## src/rtl/fifo_arb_pkg.sv

```systemverilog
// Shared types and width helpers for the FIFO push arbiter and related schedulers.
package fifo_arb_pkg;

    typedef enum logic {
        IDLE  = 1'b0,
        GRANT = 1'b1
    } arb_state_t;

    // Default configuration widths
    localparam int IDX_W = $clog2(4);
    localparam int CNT_W = $clog2(4 + 1);

    // Index width for n requesters (at least one bit)
    function automatic int idx_w(input int n);
        return (n > 1) ? $clog2(n) : 1;
    endfunction

    // Burst counter width able to hold 0..max_burst
    function automatic int cnt_w(input int max_burst);
        return (max_burst > 0) ? $clog2(max_burst + 1) : 1;
    endfunction

endpackage

```

## src/rtl/rr_priority_pick.sv

```systemverilog
// Rotating priority encoder: first set request at or after a start pointer, wrapping.
module rr_priority_pick
    import fifo_arb_pkg::*;
#(
    parameter int N = 4
) (
    input  logic [N-1:0]        i_req,
    input  logic [idx_w(N)-1:0] i_start,
    output logic                o_found,
    output logic [idx_w(N)-1:0] o_idx
);

    localparam int IW = idx_w(N);

    // Scan from the farthest offset down so the nearest request wins last
    always_comb begin
        o_found = 1'b0;
        o_idx   = '0;
        for (int k = N - 1; k >= 0; k--) begin
            int j;
            j = int'(i_start) + k;
            if (j >= N) begin
                j = j - N;
            end
            if (i_req[j]) begin
                o_found = 1'b1;
                o_idx   = j[IW-1:0];
            end
        end
    end

endmodule

```

## src/rtl/fifo_push_arbiter.sv

```systemverilog
// Round-robin arbiter granting one producer at a time bursts into a shared FIFO push port.
module fifo_push_arbiter
    import fifo_arb_pkg::*;
#(
    parameter int NUM_REQ   = 4,
    parameter int WIDTH     = 16,
    parameter int MAX_BURST = 4
) (
    input  logic                       clk,
    input  logic                       reset_n,
    input  logic [NUM_REQ-1:0]         req_valid,
    input  logic [NUM_REQ*WIDTH-1:0]   req_data,
    output logic [NUM_REQ-1:0]         req_ready,
    input  logic                       fifo_full,
    output logic                       fifo_push,
    output logic [WIDTH-1:0]           fifo_data,
    output logic [$clog2(NUM_REQ)-1:0] fifo_src,
    output logic                       busy
);

    localparam int IW = idx_w(NUM_REQ);
    localparam int CW = cnt_w(MAX_BURST);

    arb_state_t    r_state;
    logic [IW-1:0] r_grant_id;
    logic [CW-1:0] r_burst_cnt;
    logic [IW-1:0] r_rr_ptr;

    arb_state_t    w_state_nxt;
    logic [IW-1:0] w_grant_nxt;
    logic [CW-1:0] w_cnt_nxt;
    logic [IW-1:0] w_ptr_nxt;

    logic          w_found;
    logic [IW-1:0] w_pick_idx;
    logic          w_in_grant;
    logic          w_beat;
    logic          w_last;
    logic [IW-1:0] w_after_grant;

    rr_priority_pick #(
        .N(NUM_REQ)
    ) u_pick (
        .i_req  (req_valid),
        .i_start(r_rr_ptr),
        .o_found(w_found),
        .o_idx  (w_pick_idx)
    );

    // Grant-path qualifiers; reset_n gates them so nothing is accepted in a reset cycle
    always_comb begin
        w_in_grant    = (r_state == GRANT) && reset_n;
        w_beat        = w_in_grant && req_valid[r_grant_id] && !fifo_full;
        w_last        = (r_burst_cnt == CW'(MAX_BURST - 1));
        w_after_grant = (r_grant_id == IW'(NUM_REQ - 1)) ? '0 : r_grant_id + 1'b1;
    end

    // Output muxing driven from the registered grant
    always_comb begin
        req_ready = '0;
        if (w_in_grant && !fifo_full) begin
            req_ready[r_grant_id] = 1'b1;
        end
        fifo_push = w_beat;
        fifo_data = req_data[int'(r_grant_id)*WIDTH +: WIDTH];
        fifo_src  = r_grant_id;
        busy      = w_in_grant;
    end

    // Next-state logic: arbitrate in IDLE, count beats and release in GRANT
    always_comb begin
        w_state_nxt = r_state;
        w_grant_nxt = r_grant_id;
        w_cnt_nxt   = r_burst_cnt;
        w_ptr_nxt   = r_rr_ptr;
        case (r_state)
            IDLE: begin
                if (w_found) begin
                    w_grant_nxt = w_pick_idx;
                    w_cnt_nxt   = '0;
                    w_state_nxt = GRANT;
                end
            end
            GRANT: begin
                if (!req_valid[r_grant_id] || (w_beat && w_last)) begin
                    w_ptr_nxt   = w_after_grant;
                    w_cnt_nxt   = '0;
                    w_state_nxt = IDLE;
                end else if (w_beat) begin
                    w_cnt_nxt   = r_burst_cnt + 1'b1;
                end
            end
            default: begin
                w_state_nxt = IDLE;
            end
        endcase
    end

    // State and control registers with synchronous active-low reset
    always_ff @(posedge clk) begin
        if (!reset_n) begin
            r_state     <= IDLE;
            r_grant_id  <= '0;
            r_burst_cnt <= '0;
            r_rr_ptr    <= '0;
        end else begin
            r_state     <= w_state_nxt;
            r_grant_id  <= w_grant_nxt;
            r_burst_cnt <= w_cnt_nxt;
            r_rr_ptr    <= w_ptr_nxt;
        end
    end

endmodule
```

## config.mk

```make
export PLATFORM = sky130hd
export DESIGN_NAME = fifo_push_arbiter
export DESIGN_NICKNAME = d
export VERILOG_FILES = /design/src/rtl/fifo_arb_pkg.sv /design/src/rtl/rr_priority_pick.sv /design/src/rtl/fifo_push_arbiter.sv
export SDC_FILE = /design/constraint.sdc
export NUM_CORES = 1
export LEC_CHECK = 0
export CAP_MARGIN = 20
export CORE_MARGIN = 5
export CORE_UTILIZATION = 55
export CTS_BUF_LIST = sky130_fd_sc_hd__clkbuf_4 sky130_fd_sc_hd__clkbuf_8
export DETAILED_ROUTE_END_ITERATION = 16
export DONT_BUFFER_PORTS = 1
export GPL_TIMING_DRIVEN = 0
export PLACE_DENSITY = 0.7
export SYNTH_ARGS = -nofsm -noshare
export SYNTH_HDL_FRONTEND = slang
export SYNTH_SLANG_ARGS = --single-unit
```

## constraint.sdc

```tcl
create_clock -name clk -period 2.1 [get_ports clk]
set_input_delay 0.42 -clock clk [delete_from_list [all_inputs] [get_ports clk]]
set_output_delay 0.42 -clock clk [all_outputs]
set_load 0.01 [all_outputs]
```

### Word level (Yosys, flattened, before mapping)

Index checks and enable logic that the tools add are counted.

| operators by class | value |
|---|---|
| $lt $le $gt $ge | 10 |
| muxes and demuxes | 37 |
| reduce and logical (&&, ||, !) cells | 12 |
| bitwise logic cells | 1 |
| $add $sub $neg | 9 |
| shift operators | 1 |
| equality and inequality tests | 4 |

Operator list:

| kind | number |
|---|---|
| less-than comparator 32 x 4 -> 1 bit (second input constant) | 4 |
| two-way mux 32 bit | 4 |
| greater-or-equal comparator 32 x 4 -> 1 bit (second input constant) | 3 |
| subtractor 32 x 4 -> 32 bit (second input constant) | 3 |
| indexed part select 64 x 7 -> 16 bit | 1 |
| two-way mux 1 bit | 16 |
| binary-select mux 1 bit (select 2 bit) | 5 |
| two-way mux 2 bit | 5 |
| two-way mux 3 bit | 3 |
| adder 2 x 2 -> 3 bit (second input constant) | 2 |
| logical AND 1 bit | 6 |
| one-hot mux 3 bit (2 select lines) | 1 |
| AND reduction 2 bit | 3 |
| two-way mux 4 bit | 1 |
| subtractor 2 x 3 -> 4 bit (second input constant) | 1 |
| adder 2 x 1 -> 3 bit (second input constant) | 1 |
| adder 3 x 1 -> 3 bit (second input constant) | 1 |
| equality test 3 x 2 -> 1 bit (second input constant) | 1 |
| greater-or-equal comparator 2 x 3 -> 1 bit (second input constant) | 1 |
| less-than comparator 2 x 3 -> 1 bit (second input constant) | 1 |
| != test 3 x 1 -> 1 bit (second input constant) | 1 |
| adder 2 x 1 -> 2 bit (second input constant) | 1 |
| demux 1 bit (select 2 bit) | 1 |
| equality test 2 bit (second input constant) | 1 |
| 6 further kinds | 7 |

| storage, ports and cells | value |
|---|---|
| input port bits | 71 |
| output and inout bits | 24 |
| register bits after elaboration | 8 |

### Logic depth before layout (Yosys ltp)

Gate-level depths: netlist of run 1.

| logic depth | value |
|---|---|
| word-level depth | 12 |
| mapped depth | 6 |
| gate-level depth less buffers | 6 |

### By module

Synthesis of run 1 repeated with hierarchy kept, for this count alone.

| unflattened totals | value |
|---|---|
| cell total of the unflattened synthesis | 92 |
| area total of the unflattened synthesis | 991.0 µm² |

By module, submodules not included:

| module | cells an instance | times used | area an instance (µm²) |
|---|---|---|---|
| fifo_push_arbiter | 79 | 1 | 913.4 |
| rr_priority_pick | 13 | 1 | 77.6 |

### Least setup slack after synthesis of run 1

Ideal clock, no wire load.

| timing | value |
|---|---|
| kind | register to output |
| start | register r_grant_id[0], in the netlist fifo_src[0] |
| end | output port fifo_data[0] |
| buffers on the path | 2 |
| setup slack | 0.140 ns |
| arrival | 1.540 ns |
| cell stages (with the launch flop) | 4 |
| cells stage by stage | dfxtp_1 > buf_2 > buf_4 > mux4_2 |

| on the way | value |
|---|---|
| cells in the longest elaborated chain, start to end | 1 |

RTL lines:

| what | line | source |
|---|---|---|
| from (decl) | fifo_push_arbiter.sv:25 | `logic [IW-1:0] r_grant_id;` |
| from (signal assigned) | fifo_push_arbiter.sv:108 | `r_grant_id <= w_grant_nxt;` |
| indexed part select 64 x 7 -> 16 bit | fifo_push_arbiter.sv:65 | `fifo_data = req_data[int'(r_grant_id)*WIDTH +: WIDTH];` |
| to (decl) | fifo_push_arbiter.sv:16 | `output logic [WIDTH-1:0] fifo_data,` |

Every way passes these cells.

### Worst setup path in the final report of run 1

| timing | value |
|---|---|
| start | register r_grant_id[1], in the netlist fifo_src[1] |
| end | output port fifo_push |

| on the way | value |
|---|---|
| cells in the longest elaborated chain, start to end | 4 |

RTL lines:

| what | line | source |
|---|---|---|
| binary-select mux 1 bit (select 2 bit) | fifo_push_arbiter.sv:53 | `w_beat = w_in_grant && req_valid[r_grant_id] && !fifo_full;` |
| two-way mux 1 bit (implied by the code) | fifo_push_arbiter.sv:53 |  |
| logical AND 1 bit (2 in series) | fifo_push_arbiter.sv:53 |  |
| to (decl) | fifo_push_arbiter.sv:15 | `output logic fifo_push,` |

Every way passes these cells. The select of a mux whose other input is x is not followed.

==> flow_metrics.tcl, run 1 <==
set metrics [dict create \
    ys_seq_area_frac 0.168 \
    ant_nets 0 \
    drtPass1Iterations 4 \
    synthCells 85 \
    syn_nets 162 \
    hold_viol 0 \
    reg2reg_slack_ns 0.35 \
    crit_arrival_ns 1.58 \
    synth_async_sr_flop_share 0 \
    clock_latency_ns 0.26 \
    n_antenna_cell 0 \
    ir_worst_vdd_mv 0.427 \
    use_met3 0.0372 \
    antenna_found_initial 0 \
    start_kind "flip-flop" \
    cp-endpoint "fifo_push" \
    met2_usage 0.354 \
    cts_hold_buf 0 \
    clk_pin_slew_ns 0.05 \
    start_util 0.564 \
    required_ns 1.68 \
    max_cap_violations 0 \
    finalPower_uw 483 \
    fmax_mhz 500 \
    preCtsSetupSlack_ns -0.000858 \
    dp_cells 102 \
    clockBufferDepth 2 \
    slew_viol_final 0 \
    tritoncts "built" \
    grt_pass1_wl_mm 3.52 \
    ys_top_cells_by_count "mux4_2, nand2_1, dfxtp_1, and2_1, ha_1" \
    yosysTopAreaCell "mux4_2" \
    routabilityCongestion 0.815 \
    ys.flop_type "dfxtp_1" \
    core_area_sq_um 1690 \
    fin_nets 165 \
    finalCritPeriodShare 0.952 \
    via_per_inst 7.48 \
    worstHoldPathType "primary input to flip-flop" \
    netlist.area_leader.share 0.402 \
    layout-drive-gt1-share 0.302 \
    min_period_ns 2.00 \
    worstReg2RegEnd "r_burst_cnt[2]" \
    drt-initial-drc-count 23 \
    gr-total-overflow 0 \
    route.detailed.drc 0 \
    fp.dieH_microns 51.6 \
    yosysMostFrequentCell "mux4_2" \
    syn2layout_area_growth_pct 4.46 \
    ys_ff_latch 8 \
    grt.busiest_layer "met2" \
    post-cts-setup-buffers 0 \
    crit_fanout 19 \
    routedWlPerCell_microns 25.3 \
    synth_edf_count 0 \
    h-tree-depth 1 \
    top_level_ports 95 \
    num_rows 15 \
    r2r_cells 5 \
    yosysWarnings 0 \
    slew_headroom 0.730 \
    power.leakage_uw 0.000341 \
    holdWs_ns 0.439 \
    syn_area_sq_um 953 \
    grt_util_all_layers 0.180 \
    hold_depth 3 \
    finalNonFillerCells 103 \
    grt_util_met1 0.173 \
    reg2reg_from "fifo_src[1]" \
    rsz0062_at_grt "false" \
    cts_resized 3 \
    skew_ns 0.00439 \
    cts_sinks 8 \
    status "finished, final reports clean" \
    die_w_microns 51.6 \
    final_util 0.590 \
    worstSetupPathType "flip-flop to output port" \
    synthDistinctLibCells 29 \
    critical_path.startpoint "fifo_src[1]" \
    synthTopCellsByArea "mux4_2, dfxtp_1, ha_1" \
    syn_area_per_cell_sq_um 11.2 \
    worst_slew_pin_slew_ns 0.404 \
    hp-start "req_valid[0]" \
    power_density_nw_per_um2 485 \
    die_area_sq_um 2670 \
    cts_buffers 3 \
    port_buffers 0 \
    num_vias 770 \
    grt_max_degree 20 \
    cp-end-kind "output port" \
    finalSetupViolCount 0 \
    grt_pass1_vias 778 \
    root_buffer "clkbuf_4" \
    fin_ws_ns 0.101 \
    routed_wl_mm 2.60 \
    post-dp-hpwl_mm 2.31 \
]
==> cell families (layout without fill, tap and decap cells) <==
family / after synthesis / after routing / share of synthesized area
AO/OA/AOI/OAI: 15 / 15 / 0.108
adder cells (fa/ha/maj): 6 / 6 / 0.0787
buffers and inverters: 9 / 10 / 0.0446
flip-flops: 8 / 8 / 0.168
multiplexers: 21 / 21 / 0.444
AND/OR/NAND/NOR: 26 / 26 / 0.157
==> worst min-delay path by stage <==
stage                                 to  slack, ns
final                        fifo_src[0]       0.44
after global routing         fifo_src[0]       0.46
after CTS                    fifo_src[0]       0.44
after detailed placement  r_burst_cnt[1]       0.46
after global placement    r_burst_cnt[1]       0.44
after floorplan           r_burst_cnt[1]       0.43
==> state kept, by name (all words and copies together), names as in the netlist <==
register	flops
r_state	1
fifo_src	2
r_burst_cnt	3
r_rr_ptr	2
==> power by group <==
group / switching (uW) / internal (uW) / leakage (uW)
Clock: 53.5 / 65.5 / 0.0000138
Combinational: 91.5 / 95.2 / 0.000261
Sequential: 14.5 / 163 / 0.0000658
Total: 159 / 324 / 0.000341
==> worst max-delay path, stage by stage, from the launching register on <==
cell	delay, ns
dfxtp_1	0.43
buf_4	0.29
mux4_2	0.38
and2_1	0.22
==> cell usage in the layout, fill, tap and decap left out, drive strengths merged <==
cell type / instances
o21a: 2
or3: 1
clkbuf: 4
o311ai: 1
buf: 2
nand3b: 1
o221ai: 1
ha: 6
nand2: 9
o2111ai: 1
nor2: 2
and2: 6
nand4b: 1
a21o: 1
mux2i: 4
o21ai: 3
o22ai: 1
nor4: 1
mux4: 17
inv: 4
o31ai: 1
a21oi: 2
nor2b: 2
a21boi: 2
nand2b: 2
dfxtp: 8
and3: 1
==> layer usage <==
| layer | vias up | routed length (microns) |
|---|---|---|
| met5 | - | 0 |
| met2 | 51 | 1480 |
| met3 | 9 | 199 |
| met1 | 369 | 856 |
| met4 | 0 | 70 |
| li1 | 341 | - |
==> through the flow <==
stage          cell area [sq um]  setup TNS, ns
2_1_floorplan                953              0
3_3_place_gp                 975              0
3_5_place_dp                 975      -0.000858
4_1_cts                     1000              0
5_1_grt                      996              0
6_report                     996              0
==> cell type report <==
class,instances,area (sq um)
multi-input cells,68,753
fillers,144,693
flip-flops and latches,8,161
clock buffers,3,22.5
plain buffers,3,22.5
well taps,17,21.3
inverters,4,15.0
(Power assumes the default switching activity.)
==> run 2, diff against run 1 <==
Settings changed: RECOVER_POWER set to 50.
==> flow_metrics.tcl, run 2 (same netlist as run 1, synthesis figures left out) <==
set metrics [dict create \
    worstHoldPathType "primary input to flip-flop" \
    r2r_cells 5 \
    layout-drive-gt1-share 0.291 \
    max_cap_violations 0 \
    routed_wl_mm 2.60 \
    rsz0062_at_grt "false" \
    status "finished, final reports clean" \
    die_w_microns 51.6 \
    start_util 0.564 \
    required_ns 1.68 \
    post-dp-hpwl_mm 2.31 \
    die_area_sq_um 2670 \
    critical_path.startpoint "fifo_src[1]" \
    hold_viol 0 \
    regMostFlops "r_burst_cnt" \
    cts_resized 3 \
    hold_depth 3 \
    slew_headroom 0.737 \
    final_cell_mix "mux4_2, nand2_1, dfxtp_1, ha_1" \
    nFillCells 145 \
    post-cts-setup-buffers 0 \
    finalCritPeriodShare 0.952 \
    clock_latency_ns 0.26 \
    drtPass1Iterations 4 \
    largest_reg_flops 3 \
    route.detailed.drc 0 \
    n_antenna_cell 0 \
    core_area_sq_um 1690 \
    crit_fanout 19 \
    routabilityCongestion 0.815 \
    routedWlPerCell_microns 25.2 \
    slew_viol_final 0 \
    syn2layout_area_growth_pct 3.94 \
    finalPower_uw 479 \
    top_level_ports 95 \
    clk_pin_slew_ns 0.05 \
    reg2reg_from "fifo_src[1]" \
    mostFrequentLayoutCell "mux4_2" \
    skew_ns 0.00223 \
    num_rows 15 \
    cp-end-kind "output port" \
    ant_nets 0 \
    fp.dieH_microns 51.6 \
    power.leakage_uw 0.000336 \
    fin_nets 165 \
    hp-start "req_valid[0]" \
    ir_worst_vdd_mv 0.427 \
    grt_max_degree 20 \
    port_buffers 0 \
    min_period_ns 2.00 \
    final_util 0.587 \
    finalSetupViolCount 0 \
    start_kind "flip-flop" \
    grt_pass1_vias 778 \
    crit_arrival_ns 1.58 \
    antenna_found_initial 0 \
    grt_pass1_wl_mm 3.52 \
    register_area_sq_um 161 \
    worst_slew_pin_slew_ns 0.392 \
    tritoncts "built" \
    fmax_mhz 500 \
    cts_sinks 8 \
    grt_util_all_layers 0.180 \
    via_per_inst 7.46 \
    cts_buffers 3 \
    num_vias 768 \
    multi_input_area_sq_um 748 \
    cts_hold_buf 0 \
    h-tree-depth 1 \
    gr-total-overflow 0 \
    drt-initial-drc-count 23 \
    worstSetupPathType "flip-flop to output port" \
    root_buffer "clkbuf_4" \
    power_density_nw_per_um2 483 \
    clockBufferDepth 2 \
]
[run 2: cell count changes in the layout (fill, tap and decap cells not counted)]
| cell | previous run | this run |
|---|---|---|
| and2_1 | 6 | 2 |
| o21ai_1 | 1 | 0 |
| o21ai_0 | 2 | 3 |
| and2_0 | 0 | 4 |
| or3_4 | 1 | 0 |
| or3_1 | 0 | 1 |
[run 2: final timing paths]
path | endpoint | slack (ns)
worst max-delay path | fifo_push | 0.10
worst min-delay path | fifo_src[0] | 0.44
worst max register to register | r_burst_cnt[2] | 0.34
worst min register to register | r_burst_cnt[2] | 0.46
[run 2: per-layer routing]
metal,GRT usage,vias up,share of wire
li1,-,340,-
met1,0.173,368,0.33
met2,0.354,51,0.57
met3,0.0372,9,0.076
met4,0.0917,0,0.026
met5,0,-,0
[run 2: metrics by stage]
stage / setup slack, ns / std cells / TNS [ns] / hold slack [ns] / instance area, sq um
3_3_place_gp: 0.00479 / 102 / 0 / 0.442 / 975
5_1_grt: 0.00595 / 103 / 0 / 0.461 / 991
2_1_floorplan: 0.140 / 85 / 0 / 0.432 / 953
6_report: 0.101 / 103 / 0 / 0.439 / 991
3_5_place_dp: -0.000858 / 102 / -0.000858 / 0.457 / 975
4_1_cts: 0.000906 / 104 / 0 / 0.439 / 1000
[run 2: critical path, cell delays in order (launching register included)]
cell,delay (ns)
dfxtp_1,0.43
buf_4,0.29
mux4_2,0.38
and2_1,0.22
[run 2: report_power, final]
group          total [uW]  internal, uW  switching, uW
Combinational         184          93.0           90.9
Sequential            178           163           14.5
Clock                 117          65.4           52.1
[run 2: cell type report]
| type | count | area share |
|---|---|---|
| Buffer | 3 | 0.0227 |
| Inverter | 4 | 0.0152 |
| Clock buffer | 3 | 0.0227 |
| Multi-Input combinational cell | 68 | 0.755 |
| Tap cell | 17 | 0.0215 |
| Sequential cell | 8 | 0.163 |
==> run 3, diff against run 2 <==
Settings changed: ABC_AREA set to 1.
==> flow_metrics.tcl, run 3 <==
set metrics [dict create \
    status "finished, final reports clean" \
    finalSetupViolCount 0 \
    yosysWarnings 0 \
    drt-initial-drc-count 81 \
    start_util 0.584 \
    post-cts-setup-buffers 0 \
    hold_viol 0 \
    h-tree-depth 1 \
    grt_util_all_layers 0.212 \
    yosysMostFrequentCell "nand2_1" \
    crit_fanout 11 \
    ant_nets 0 \
    syn_area_sq_um 1170 \
    cts_sinks 8 \
    post-dp-hpwl_mm 2.79 \
    gr-total-overflow 0 \
    ys_ff_latch 8 \
    fin_ws_ns 0.0967 \
    preCtsSetupSlack_ns 0.180 \
    grt_max_degree 12 \
    fin_nets 291 \
    start_kind "flip-flop" \
    n_antenna_cell 0 \
    grt_pass1_wl_mm 5.61 \
    slowest_stage "dfxtp_1" \
    syn_area_per_cell_sq_um 5.60 \
    routedWlPerCell_microns 14.7 \
    worstHoldPathType "primary input to flip-flop" \
    cp-end-kind "output port" \
    ys_top_cells_by_count "nand2_1, nor2_1, o21ai_0, o22ai_1, inv_1" \
    ir_worst_vdd_mv 0.452 \
    antenna_found_initial 0 \
    synth_edf_count 0 \
    synthDistinctLibCells 24 \
    root_buffer "clkbuf_4" \
    final_cell_mix "nand2_1, nor2_1, o21ai_0, inv_1, o22ai_1" \
    skew_ns 0.00281 \
    top_level_ports 95 \
    syn_nets 286 \
    ys_seq_area_frac 0.137 \
    yosysTopAreaCell "o21ai_0" \
    clockBufferDepth 2 \
    worstPathCellList "buf_4, inv_2, clkbuf_4, ha_1, inv_1, nor2_1" \
    netlist.area_leader.share 0.150 \
    ys.flop_type "dfxtp_1" \
    synthTopCellsByArea "o21ai_0, dfxtp_1, nand2_1" \
    rsz0062_at_grt "false" \
    required_ns 1.68 \
    slew_headroom 0.778 \
    max_cap_violations 0 \
    clk_pin_slew_ns 0.05 \
    clock_latency_ns 0.26 \
    die_w_microns 56.1 \
    route.detailed.drc 0 \
    syn2layout_area_growth_pct 5.45 \
    synth_async_sr_flop_share 0 \
    synthCells 209 \
    power.leakage_uw 0.000590 \
    num_vias 1422 \
    routed_wl_mm 3.53 \
    layout-drive-gt1-share 0.132 \
    mostFrequentLayoutCell "nand2_1" \
    largest_reg_flops 3 \
    min_period_ns 2.00 \
    finalCritPeriodShare 0.954 \
    port_buffers 0 \
    power_density_nw_per_um2 769 \
    drtPass1Iterations 4 \
    worst_slew_pin_slew_ns 0.338 \
    fp.dieH_microns 56.1 \
    core_area_sq_um 2000 \
    cts_buffers 3 \
    regMostFlops "r_burst_cnt" \
    tns_ns 0 \
    crit_arrival_ns 1.58 \
    die_area_sq_um 3150 \
    via_per_inst 5.95 \
    tritoncts "built" \
    fmax_mhz 499 \
    routabilityCongestion 0.834 \
    worstSetupPathType "flip-flop to output port" \
    num_rows 16 \
    grt_pass1_vias 1322 \
    slew_viol_final 0 \
    max_stage_delay_ns 0.37 \
]
==> run 3: worst max-delay path, delay by kind of cell (launching register included) <==
kind          cells  cell delay [ns]
fa+ha+maj         1             0.15
buf+inv           4             0.59
flops             1             0.37
simple gates      1             0.20
==> run 3: cells by family (layout without fill, tap and decap cells) <==
family,Yosys count,count (layout),synth area share
adders and majority gates,6,6,0.0642
AOI/OAI and AO/OA,64,64,0.304
DFF,8,8,0.137
and+or+nand+nor,100,100,0.369
buffers and inverters,31,34,0.126
==> run 3: power by group <==
| part | leakage (uW) | internal [uW] | switching (uW) |
|---|---|---|---|
| sequential | 0.0000659 | 176 | 27.0 |
| clock | 0.0000138 | 65.4 | 52.2 |
| combinational | 0.000510 | 208 | 421 |
==> run 3: area by class of cell <==
cell class	instances	area, sq um
inverters	20	87.6
clock buffers	3	22.5
well taps	27	33.8
plain buffers	11	72.6
fillers	210	768
multi-input cells	170	857
flip-flops and latches	8	160
==> run 3: worst paths after layout <==
kind / start / end / slack (ns) / depth (start not counted)
min: reset_n / r_rr_ptr[1] / 0.30 / 2
min reg2reg: r_burst_cnt[0] / r_burst_cnt[0] / 0.53 / 1
max: fifo_src[1] / req_ready[0] / 0.1 / 6
max reg2reg: fifo_src[0] / r_rr_ptr[1] / 0.51 / 6
==> run 3: per-stage QoR <==
stage	instance area (sq um)	hold WS (ns)	utilization	power [uW]	cells
finish	1230	0.296	0.616	949	239
global route	1230	0.305	0.616	1050	239
CTS	1230	0.296	0.616	952	239
detailed placement	1200	0.514	0.601	827	236
global placement	1200	0.495	0.601	809	236
floorplan	1170	0.475	-	714	209
==> run 3: per-layer routing <==
metal | wire [microns] | global-route usage
met5 | 0 | 0
met4 | 59 | 0.0746
met3 | 406 | 0.0580
met2 | 1590 | 0.356
met1 | 1470 | 0.258
==> run 3: timing repair <==
action                                  4_1_cts  5_1_grt
endpoints found under the setup margin       14       18
hold buffers                                  0        0
gates resized for setup                       5        8
